--- config.mk ---
export PLATFORM = sky130hd
export DESIGN_NAME = vga_user_event_ctrl
export DESIGN_NICKNAME = d
export VERILOG_FILES = /design/src/rtl/vga_user_event_ctrl.sv
export SDC_FILE = /design/constraint.sdc
export NUM_CORES = 1
export LEC_CHECK = 0
export CORE_MARGIN = 8
export CORE_UTILIZATION = 57
export DETAILED_ROUTE_END_ITERATION = 8
export PLACE_DENSITY = 0.79
export SLEW_MARGIN = 40
export SYNTH_ARGS = -nofsm -noshare
export SYNTH_HDL_FRONTEND = slang
export SYNTH_SLANG_ARGS = --single-unit
--- constraint.sdc ---
create_clock -name clk -period 5.83 [get_ports clk]
set_clock_uncertainty 0.05 [all_clocks]
set_input_delay 0.8745 -clock clk [delete_from_list [all_inputs] [get_ports clk]]
set_output_delay 0.8745 -clock clk [all_outputs]
set_load 0.02 [all_outputs]
--- src/rtl/vga_user_event_ctrl.sv ---
// Change-capture controller for the VGA user input bus: synchronizes in_port, queues every
// value change in an event FIFO and exposes it over Avalon-MM. Optional build macro
// VGA_EVENT_TIMESTAMP_EN adds a 10-bit cycle timestamp in EVENT bits[31:22].
module vga_user_event_ctrl #(
    parameter int DATA_W     = 22,
    parameter int FIFO_DEPTH = 8
) (
    input  logic              clk,
    input  logic              reset_n,
    input  logic [1:0]        address,
    input  logic              chipselect,
    input  logic              read,
    input  logic              write,
    input  logic [31:0]       writedata,
    output logic [31:0]       readdata,
    input  logic [DATA_W-1:0] in_port,
    output logic              irq
);

    localparam int AW = $clog2(FIFO_DEPTH);
    localparam int CW = AW + 1;
    localparam logic [CW-1:0] FULL_COUNT = CW'(FIFO_DEPTH);
`ifdef VGA_EVENT_TIMESTAMP_EN
    localparam int EW = DATA_W + 10;
`else
    localparam int EW = DATA_W;
`endif

    logic [DATA_W-1:0] sync1;
    logic [DATA_W-1:0] sync2;
    logic [DATA_W-1:0] prev;
    logic              capture_en;
    logic              irq_en;
    logic              overflow;
    logic [AW-1:0]     wr_ptr;
    logic [AW-1:0]     rd_ptr;
    logic [CW-1:0]     count;
    logic [EW-1:0]     mem [FIFO_DEPTH];
    logic [EW-1:0]     push_entry;

    logic        sel_rd;
    logic        sel_wr;
    logic        empty;
    logic        full;
    logic        do_flush;
    logic        wr_ctrl;
    logic        pop;
    logic        push_req;
    logic        push;
    logic        ovf_set;
    logic        ovf_clr;
    logic [31:0] event_word;
    logic [31:0] status_word;
    logic [31:0] rd_mux;
    logic        unused_wdata;

    assign unused_wdata = ^{writedata[31:9], writedata[7:3]};

    always_comb begin
        sel_rd   = chipselect && read;
        sel_wr   = chipselect && write;
        empty    = (count == '0);
        full     = (count == FULL_COUNT);
        wr_ctrl  = sel_wr && (address == 2'd2);
        do_flush = wr_ctrl && writedata[2];
        pop      = sel_rd && (address == 2'd1) && !empty;
        push_req = capture_en && (sync2 != prev);
        // A pop in the same cycle frees the slot a full FIFO would otherwise refuse.
        push     = push_req && !do_flush && (!full || pop);
        ovf_set  = push_req && !do_flush && full && !pop;
        ovf_clr  = sel_wr && (address == 2'd3) && writedata[8];
    end

`ifdef VGA_EVENT_TIMESTAMP_EN
    logic [9:0] ts_cnt;

    always_ff @(posedge clk) begin
        if (!reset_n) begin
            ts_cnt <= '0;
        end else begin
            ts_cnt <= ts_cnt + 10'd1;
        end
    end

    assign push_entry = {ts_cnt, sync2};
`else
    assign push_entry = sync2;
`endif

    always_comb begin
        event_word = '0;
        if (!empty) begin
            event_word[DATA_W-1:0] = mem[rd_ptr][DATA_W-1:0];
`ifdef VGA_EVENT_TIMESTAMP_EN
            event_word[31:22] = mem[rd_ptr][EW-1:DATA_W];
`endif
        end
    end

    always_comb begin
        status_word         = '0;
        status_word[CW-1:0] = count;
        status_word[7]      = empty;
        status_word[8]      = overflow;
    end

    always_comb begin
        rd_mux = '0;
        case (address)
            2'd0:    rd_mux[DATA_W-1:0] = sync2;
            2'd1:    rd_mux = event_word;
            2'd2:    rd_mux[1:0] = {irq_en, capture_en};
            default: rd_mux = status_word;
        endcase
    end

    always_ff @(posedge clk) begin
        if (!reset_n) begin
            readdata <= '0;
        end else if (sel_rd) begin
            readdata <= rd_mux;
        end
    end

    always_ff @(posedge clk) begin
        if (!reset_n) begin
            sync1      <= '0;
            sync2      <= '0;
            prev       <= '0;
            capture_en <= 1'b0;
            irq_en     <= 1'b0;
            overflow   <= 1'b0;
            wr_ptr     <= '0;
            rd_ptr     <= '0;
            count      <= '0;
        end else begin
            // prev tracks regardless of capture_en so enabling never sees a stale value.
            sync1 <= in_port;
            sync2 <= sync1;
            prev  <= sync2;
            if (wr_ctrl) begin
                capture_en <= writedata[0];
                irq_en     <= writedata[1];
            end
            if (ovf_set) begin
                overflow <= 1'b1;
            end else if (ovf_clr) begin
                overflow <= 1'b0;
            end
            if (do_flush) begin
                wr_ptr <= '0;
                rd_ptr <= '0;
                count  <= '0;
            end else begin
                if (push) wr_ptr <= wr_ptr + AW'(1);
                if (pop)  rd_ptr <= rd_ptr + AW'(1);
                if (push && !pop) begin
                    count <= count + CW'(1);
                end else if (pop && !push) begin
                    count <= count - CW'(1);
                end
            end
        end
    end

    always_ff @(posedge clk) begin
        if (push) begin
            mem[wr_ptr] <= push_entry;
        end
    end

    assign irq = irq_en && (!empty || overflow);

endmodule

# Word level (Yosys, flattened, before mapping)

Memory sizes are Yosys's and may differ from the RTL's. A register that Yosys moved wholly into a read port is not among the register bits.
Cells that the tools add are included.

Reductions and logical operators: 28
Multiplexer cells: 11
Add/sub/neg operators: 4
Equal/unequal tests: 5
Bitwise logic cells: 1

Operator list:

| cell                                             | number |
|---|---|
| case mux 20 bit (3 select lines)                 | 1 |
| 2-to-1 mux 22 bit                                | 1 |
| != test 22 bit                                   | 1 |
| logical AND 1 bit                                | 16 |
| 2-to-1 mux 4 bit                                 | 2 |
| adder 3 x 1 -> 3 bit, second input constant      | 2 |
| 2-to-1 mux 3 bit                                 | 2 |
| case mux 2 bit (3 select lines)                  | 1 |
| logical NOT 1 bit                                | 5 |
| adder 4 x 1 -> 4 bit, second input constant      | 1 |
| == test 2 bit, second input constant             | 2 |
| == test 4 bit, second input constant             | 1 |
| logical NOT 4 bit                                | 1 |
| 2-to-1 mux 1 bit                                 | 4 |
| nonzero test 2 bit                               | 2 |
| subtractor 4 x 1 -> 4 bit, second input constant | 1 |
| == test 2 x 1 -> 1 bit, second input constant    | 1 |
| logical NOT 2 bit                                | 1 |
| logical OR 1 bit                                 | 2 |
| OR reduction 2 bit                               | 1 |
| inverter 1 bit                                   | 1 |

Output and inout port bits: 33
Memory bits (writable): 176
Memories: 1
Flip-flop bits (word level): 101
Logic and storage cells: 60

Memory list:

| memory | depth | bits a word | read ports | clocked after memory_dff | wr ports | line | text |
|---|---|---|---|---|---|---|---|
| mem    | 8     | 22          | 1          | 1                        | 1        | 38   | `logic [EW-1:0] mem [FIFO_DEPTH];` |

# Depth between registers and ports, before layout

Depth in word-level cells: 10
Mapped depth: 12

# Worst setup path after synthesis

Ideal clock, no wire load.

Path type: input port to flip-flop
Start point: input port address[1]
End point: memory mem[1][0] in the netlist's numbering, enable pin
Setup time: 0.465 ns
Cell stages on the path: 5
Data arrival time: 4.071 ns
Setup slack: 1.244 ns
Data required time: 5.315 ns
Buffers on the path: 1
Path through: buf_6 > o311ai_2 > nand2_1 > a21oi_4 > nor4b_1

Cells in the longest elaborated chain, start to end: 8
Elaborated cells between the ends (all ways): 12

Ends and longest elaborated chain:

| item                                     | line | text |
|---|---|---|
| start, declared                          | 10   | `input logic [1:0] address,` |
| == test 2 bit                            | 64   | `wr_ctrl = sel_wr && (address == 2'd2);` |
| logical AND 1 bit                        | 64   |  |
| logical AND 1 bit                        | 65   | `do_flush = wr_ctrl && writedata[2];` |
| logical NOT 1 bit                        | 69   | `push = push_req && !do_flush && (!full \|\| pop);` |
| logical AND 1 bit                        | 69   |  |
| logical AND 1 bit *                      | 69   |  |
| net push                                 | 49   | `logic push;` |
| 2-to-1 mux 1 bit *                       | 167  | `if (push) begin` |
| 2-to-1 mux 1 bit (not written as such) * | 168  | `mem[wr_ptr] <= push_entry;` |
| end, declared                            | 38   |  |

Mark *: on every way through the listed nets, which the timed path passes. The rest lies on a longest branch.

# Final worst setup path

Start point: input port chipselect
End point: register count[3]

Cells in the longest elaborated chain, start to end: 9
Elaborated cells between the ends (all ways): 17

Ends and longest elaborated chain:

| item                         | line | text |
|---|---|---|
| start, declared              | 11   | `input logic chipselect,` |
| logical AND 1 bit            | 61   | `sel_wr = chipselect && write;` |
| logical AND 1 bit            | 64   |  |
| logical AND 1 bit            | 65   |  |
| logical NOT 1 bit            | 69   |  |
| logical AND 1 bit            | 69   |  |
| logical AND 1 bit *          | 69   |  |
| net push                     | 49   |  |
| logical NOT 1 bit            | 159  | `end else if (pop && !push) begin` |
| logical AND 1 bit            | 159  |  |
| nonzero test 2 bit (no line) | --   |  |
| end signal, assigned         | 158  | `count <= count + CW'(1);` |
| end signal, assigned         | 160  | `count <= count - CW'(1);` |
| end, declared                | 37   | `logic [CW-1:0] count;` |

Marks and branches as above.
A chain may end at the register's enable or synchronous reset.

==> flow_summary.toml <==
[run_status]
status = "finished clean"

[floorplanning]
die_height_um = 153
boundaryPins = 94
fp.dieArea_um2 = 23300
rows = 50
fp.dieW_um = 153
core_area_um2 = 18500
initial_core_util_pct = 57.4

[synth]
synth.top_cell.area_share_pct = 49.7
syn_inst = 672
synth_edf_count = 176
yosys_warnings = 0
synth_top_cell_by_area = "edfxtp_1"
ys_seq_elements = 280
syn_area_um2 = 10600
ys_async_sr_fraction_pct = 0
synth.top_cells.by_area = "edfxtp_1 50%, dfxtp_1 20%, mux4_2 9.3%"
avgSynthCellArea_um2 = 15.8
synth_flop_cell = "edfxtp_1"
synth_cell_types = 52
ys_seq_area_share_pct = 69.3

[timing]
final-hold-violation-count = 0
slew_viol_final = 0
period_minus_slack_ps = 3830
rsz0062_at_grt = "false"
period_share_pct = 65.8
worst_pin_slew_ps = 841
finalSetupViolCount = 0
post-route-worst-setup-slack_ps = 2000
slew_headroom_pct = 43.9
clock.fmax_mhz = 261
fin_setup_tns_ps = 0

[setup_path]
r2r-start = "push_entry[8]"
rr_endpoint = "count[3]"
criticalPathCategory = "input port to register"
cp.buffers_inverters = 2
cpMaxStageDelayCell = "clkdlybuf4s50_1"
crit_family = "compound AO/OA/AOI/OAI gates"
crit_path_cell_trace = "clkdlybuf4s50_1 -> nand2_1 -> o311ai_2 -> nand2_1 -> a21oi_4 -> ha_1 -> inv_1 -> ha_1 -> a21o_1 -> a21oi_1 -> xnor2_1 -> or3_1 -> a21oi_1"
crit_required_ps = 6230
cpPeakStageDelay_ps = 540
crit_end = "count[3]"
crit_fanout = 12
cp-startpoint = "chipselect"
end_kind = "register"
start_kind = "input port"
rrSetupSlack_ps = 2310
crit_cells = 13
critical_path_arrival_ps = 4240
reg2reg_depth = 12

[global_route]
grt.met2_usage_pct = 31.4
use_met1_pct = 23.9
grtUsageMet3_pct = 3.26
grt_max_degree = 86
grt_overflow = 0
first_global_vias = 5988
track_usage_pct = 18.4
busiest_layer = "met2"
grt_pass1_wl_um = 33700
antenna_found_initial = 0

[finish]
drive_above_1_share_pct = 15.1
final_area_um2 = 12200
nNetsFinal = 801
synthToLayoutAreaGrowth_pct = 14.7
antenna_cells = 0

[min_path]
hold_class = "register to register"

[placed_design]
io_buffers = 55
dpl.hpwl_um = 12700
globalplace.congestion = 0.895
dp_slack_ps = 1540
detailed_place.area_um2 = 11300

[detailed_routing]
viasPerCell = 5.87
ant_nets = 0
vias = 5803
drt-total-wl_um = 21500
firstDrtPassIters = 5
first_iter_violations = 385
post_drt_wl_per_cell_um = 21.8
drc = 0

[power]
power_density_nw_per_um2 = 327
power_uw = 3990
power.leakage_uw = 0.00407
ir_drop_mv = 0.223

[clock_network]
cts_inserted_buffers = 27
cts_tree = "done"
cts-root-buf = "clkbuf_16"
clock_path_buffers = 3
htreeDepth = 1
worstSkewPairLatency_ps = 520
post_cts_buffers = 0
clock_sinks = 280
cts.clk_slew.worst_paths_ps = 60
ctsHoldBuffers = 0
cts_resized = 0

[flow_run]
drv_cap = 0
[worst register-to-register path: cells and delay by family (launching register included)]
family          cells  cell delay [ps]
buf+inv             1              120
simple gates        3             1060
compound gates      4              700
fa+ha+maj           2              530
flops               1              700
xor+xnor            2              280
[logic make-up (layout without fill, tap and decap cells)]
kind of cell / count (synthesis) / after routing / synth area share, %
XOR/XNOR: 27 / 27 / 2.23
flip-flops: 280 / 280 / 69.3
AO/OA/AOI/OAI: 84 / 84 / 4.90
other: 1 / 10 / 0.0353
adder cells (fa/ha/maj): 6 / 6 / 0.777
AND/OR/NAND/NOR: 155 / 155 / 8.15
multiplexers: 70 / 70 / 11.8
buffers and inverters: 49 / 122 / 2.73
[sequential cells by signal, indices dropped and copies added, names as in the netlist, named ones only]
signal	count
prev	22
push_entry	22
wr_ptr	3
readdata	22
sync1	22
capture_en	1
count	4
irq_en	1
rd_ptr	3
mem	176
overflow	1
[stage by stage]
step	instances	util, %	hold WS (ps)
after floorplan	681	-	362
after CTS	988	65.8	384
final	988	65.8	380
after detailed placement	939	61.2	369
after global routing	988	65.8	392
after global placement	939	61.2	365
[power breakdown]
part	internal (µW)	leakage, µW	switching (µW)
clock	968	0.000413	698
combinational	75.1	0.00117	87.5
sequential	2130	0.00248	32.4
total	3170	0.00407	818
[worst min-delay path by stage]
| stage | depth (start not counted) | endpoint | slack (ps) | start |
|---|---|---|---|---|
| 2_1_floorplan | 1 | push_entry[0] | 360 | sync1[0] |
| 3_3_place_gp | 1 | push_entry[1] | 370 | sync1[1] |
| 3_5_place_dp | 1 | push_entry[21] | 370 | sync1[21] |
| 4_1_cts | 1 | push_entry[21] | 380 | sync1[21] |
| 5_1_grt | 1 | push_entry[15] | 390 | sync1[15] |
| 6_report | 1 | push_entry[1] | 380 | sync1[1] |
[layout make-up]
type                       instances  area, µm²
fill                            1212       6330
inverter                           5       18.8
tap                              234        293
timing repair buffer              68        643
sequential                       280       7370
clock inverter                    11        109
multi-input combinational        352       3010
clock buffer                      38        737
[layout by cell type (no fill, tap or decap), types with 3 or more instances in the layout]
cell type and n:
edfxtp_1 176, dfxtp_1 101, and2_1 68, clkdlybuf4s50_1 54, mux4_2 44, nor2_1 37, a21oi_1 37, clkbuf_16 27
xnor2_1 24, mux2i_1 21, nand2_1 20, o21ai_0 15, buf_4 13, conb_1 10, clkbuf_1 9, o21ai_1 8
nand4_1 7, a221oi_1 6, nand3_1 5, mux2_2 5, ha_1 5, clkinv_2 5, inv_1 4, and4_1 4
o21a_1 4, clkinv_1 3, xor2_1 3, a2111oi_1 3
[layer usage]
layer / vias to the layer above / wire (µm)
li1: 2618 / -
met1: 2947 / 9080
met2: 206 / 10800
met3: 32 / 1200
met4: 0 / 393
met5: - / 0
[cell usage after synthesis, types with 2 or more instances]
| cell | number |
|---|---|
| edfxtp_1 | 176 |
| dfxtp_1 | 104 |
| and2_1 | 68 |
| mux4_2 | 44 |
| a21oi_1 | 37 |
| nor2_1 | 37 |
| xnor2_1 | 24 |
| mux2i_1 | 21 |
| nand2_1 | 20 |
| clkbuf_1 | 15 |
| o21ai_0 | 15 |
| buf_2 | 11 |
| buf_4 | 10 |
| o21ai_1 | 8 |
| nand4_1 | 7 |
| a221oi_1 | 6 |
| buf_6 | 5 |
| ha_1 | 5 |
| mux2_2 | 5 |
| nand3_1 | 5 |
| and4_1 | 4 |
| inv_1 | 4 |
| o21a_1 | 4 |
| a2111oi_1 | 3 |
| xor2_1 | 3 |
| a21o_1 | 2 |
| and3_1 | 2 |
| nor4b_1 | 2 |
| or3_1 | 2 |
Note: power is estimated with default switching activity, not from simulation.
==> RTL edit (config.mk and constraints unchanged) <==
The parameter `FIFO_DEPTH` goes from 8 to 4.
--- a/src/rtl/vga_user_event_ctrl.sv
+++ b/src/rtl/vga_user_event_ctrl.sv
@@ -4,5 +4,5 @@
 module vga_user_event_ctrl #(
     parameter int DATA_W     = 22,
-    parameter int FIFO_DEPTH = 8
+    parameter int FIFO_DEPTH = 4
 ) (
     input  logic              clk,
Formal check against the unedited RTL: not equivalent (a bounded check fails within 10 cycles, from zero or initial values and one cycle with reset_n low).
==> RTL edit against the original RTL <==
- setup slack gained 190 ps
- first-iteration DRC count down 21%
- sequential cell count down 92
- total power down 34%
- area after synthesis fell by 35%
- largest power group unchanged
- routed wire length fell by 40%
- via count decreased by 35%
- cell area down 34%
==> RTL edit: results (changes against the original RTL) <==
Yosys
  – Number of enable flip-flop cells after synthesis: 88 (-50%)
  – Top cells by area, synth: edfxtp_1 39%, dfxtp_1 29%, mux4_2 7.9%
  – Top cells by count, synth: 100 x dfxtp_1, 88 x edfxtp_1, 73 x and2_1, 24 x mux4_2, 23 x xnor2_1
  – Library cells used by synthesis: 40 (-23%)

Clocking
  – Clk_lat worst skew: 420 ps (-100 ps)
  – CTS Buf Count: 17 (-37%)
  – Clock tree buffer depth: 2 (-1)

Setup path
  – Worst reg2reg path depth: 10 (-2)
  – Reg2reg start: push_entry[0]
  – Setup slack, reg-to-reg: 3140 ps (+830 ps)
  – WP data arrival: 3940 ps (-300 ps)
  – Reg-to-reg critical path endpoint: count[2]

Power and ir drop
  – Worst VDD drop: 0.206 mV (-7.7%)
  – Internal Power: 2070 uW (-35%)
  – Pleak: 0.00285 uW (-30%)

Global routing
  – M1 GR Usage: 0.204 (-0.0351)
  – M3 GR Usage: 0.0515 (+0.0189)
  – Vias in the first global route: 3966 (-34%)
  – First-pass GRT wire length: 20.8 mm (-38%)
  – Global Route Usage Sum: 0.171 (-0.0137)
  – Largest net degree at the start of global routing: 94 (+9.3%)

Detailed routing
  – WL/cell: 18.7 microns (-14%)
  – DR iter-0 viols: 305 (-21%)
  – Vias per std cell: 5.46 (-7.0%)

Outcome
  – Status: complete, no violations

Layout
  – Fin nets: 596 (-26%)
  – Fill count: 808 (-33%)
  – Max reg flops: 88 (-50%)
  – Layout cells sized above 1: 0.133 (-0.0184)

Place
  – Final HPWL DP: 7.75 mm (-39%)
  – Routability Congestion: 0.750 (-16%)

Min path
  – Hold depth: 1 (unchanged)
  – HP Start: sync1[2]
  – Hold endpoint: push_entry[2]
RTL edit: metrics by stage:
step / instances / setup WS, ps / hold slack (ps) / power [uW] / instance area, sq um
after floorplan: 475 / 2900 / 362 / 1510 / 6890
after global placement: 657 / 1890 / 365 / 1550 / 7530
after detailed placement: 657 / 1750 / 367 / 1560 / 7530
after CTS: 689 / 2190 / 383 / 2630 / 8100
after global routing: 689 / 1910 / 398 / 2690 / 8100
final: 689 / 2180 / 383 / 2610 / 8100
RTL edit: power groups by stage:
stage	registers (uW)	clock network [uW]	logic (uW)
2_1_floorplan	1440	0	67.5
5_1_grt	1420	1150	117
4_1_cts	1420	1100	108
6_report	1420	1090	107
3_3_place_gp	1450	0	104
3_5_place_dp	1450	0	107
RTL edit: layout make-up:
cell class,instances,area (sq um),area share
flip-flops and latches,188,4640,0.573
multi-input cells,250,2060,0.254
inverters,7,26.3,0.00324
clock inverters,13,113,0.0139
repair buffers,65,621,0.0766
clock buffers,19,453,0.0559
well taps,147,184,0.0227
RTL edit: metal layers:
metal / share of wire / vias to the layer above
li1: - / 1794
met1: 0.41 / 1826
met2: 0.50 / 127
met3: 0.070 / 16
met4: 0.013 / 0
met5: 0 / -
RTL edit: how the worst max path moves through the flow:
| stage | cells after the start | slack [ps] | start | to |
|---|---|---|---|---|
| floorplan | 10 | 2900 | address[1] | count[2] |
| global placement | 11 | 1890 | address[0] | count[2] |
| detailed placement | 11 | 1750 | address[0] | count[2] |
| CTS | 11 | 2190 | address[0] | count[2] |
| global route | 11 | 1910 | address[0] | count[2] |
| finish | 11 | 2180 | address[0] | count[2] |
RTL edit: critical path, stage by stage:
cell	delay, ps
clkdlybuf4s50_1	760
and4b_1	280
a21boi_1	200
nand2_1	120
a21oi_1	370
ha_1	270
inv_1	60
fa_1	370
xor2_1	170
or3_1	330
a21oi_1	140
RTL edit: cells by family after synthesis:
family	count (synthesis)	synth area share
flops	188	0.678
simple gates	140	0.119
compound gates	42	0.0486
buf+inv	37	0.0268
xor+xnor	26	0.0332
mux	26	0.0820
fa+ha+maj	6	0.0121
other cells	1	0.000547
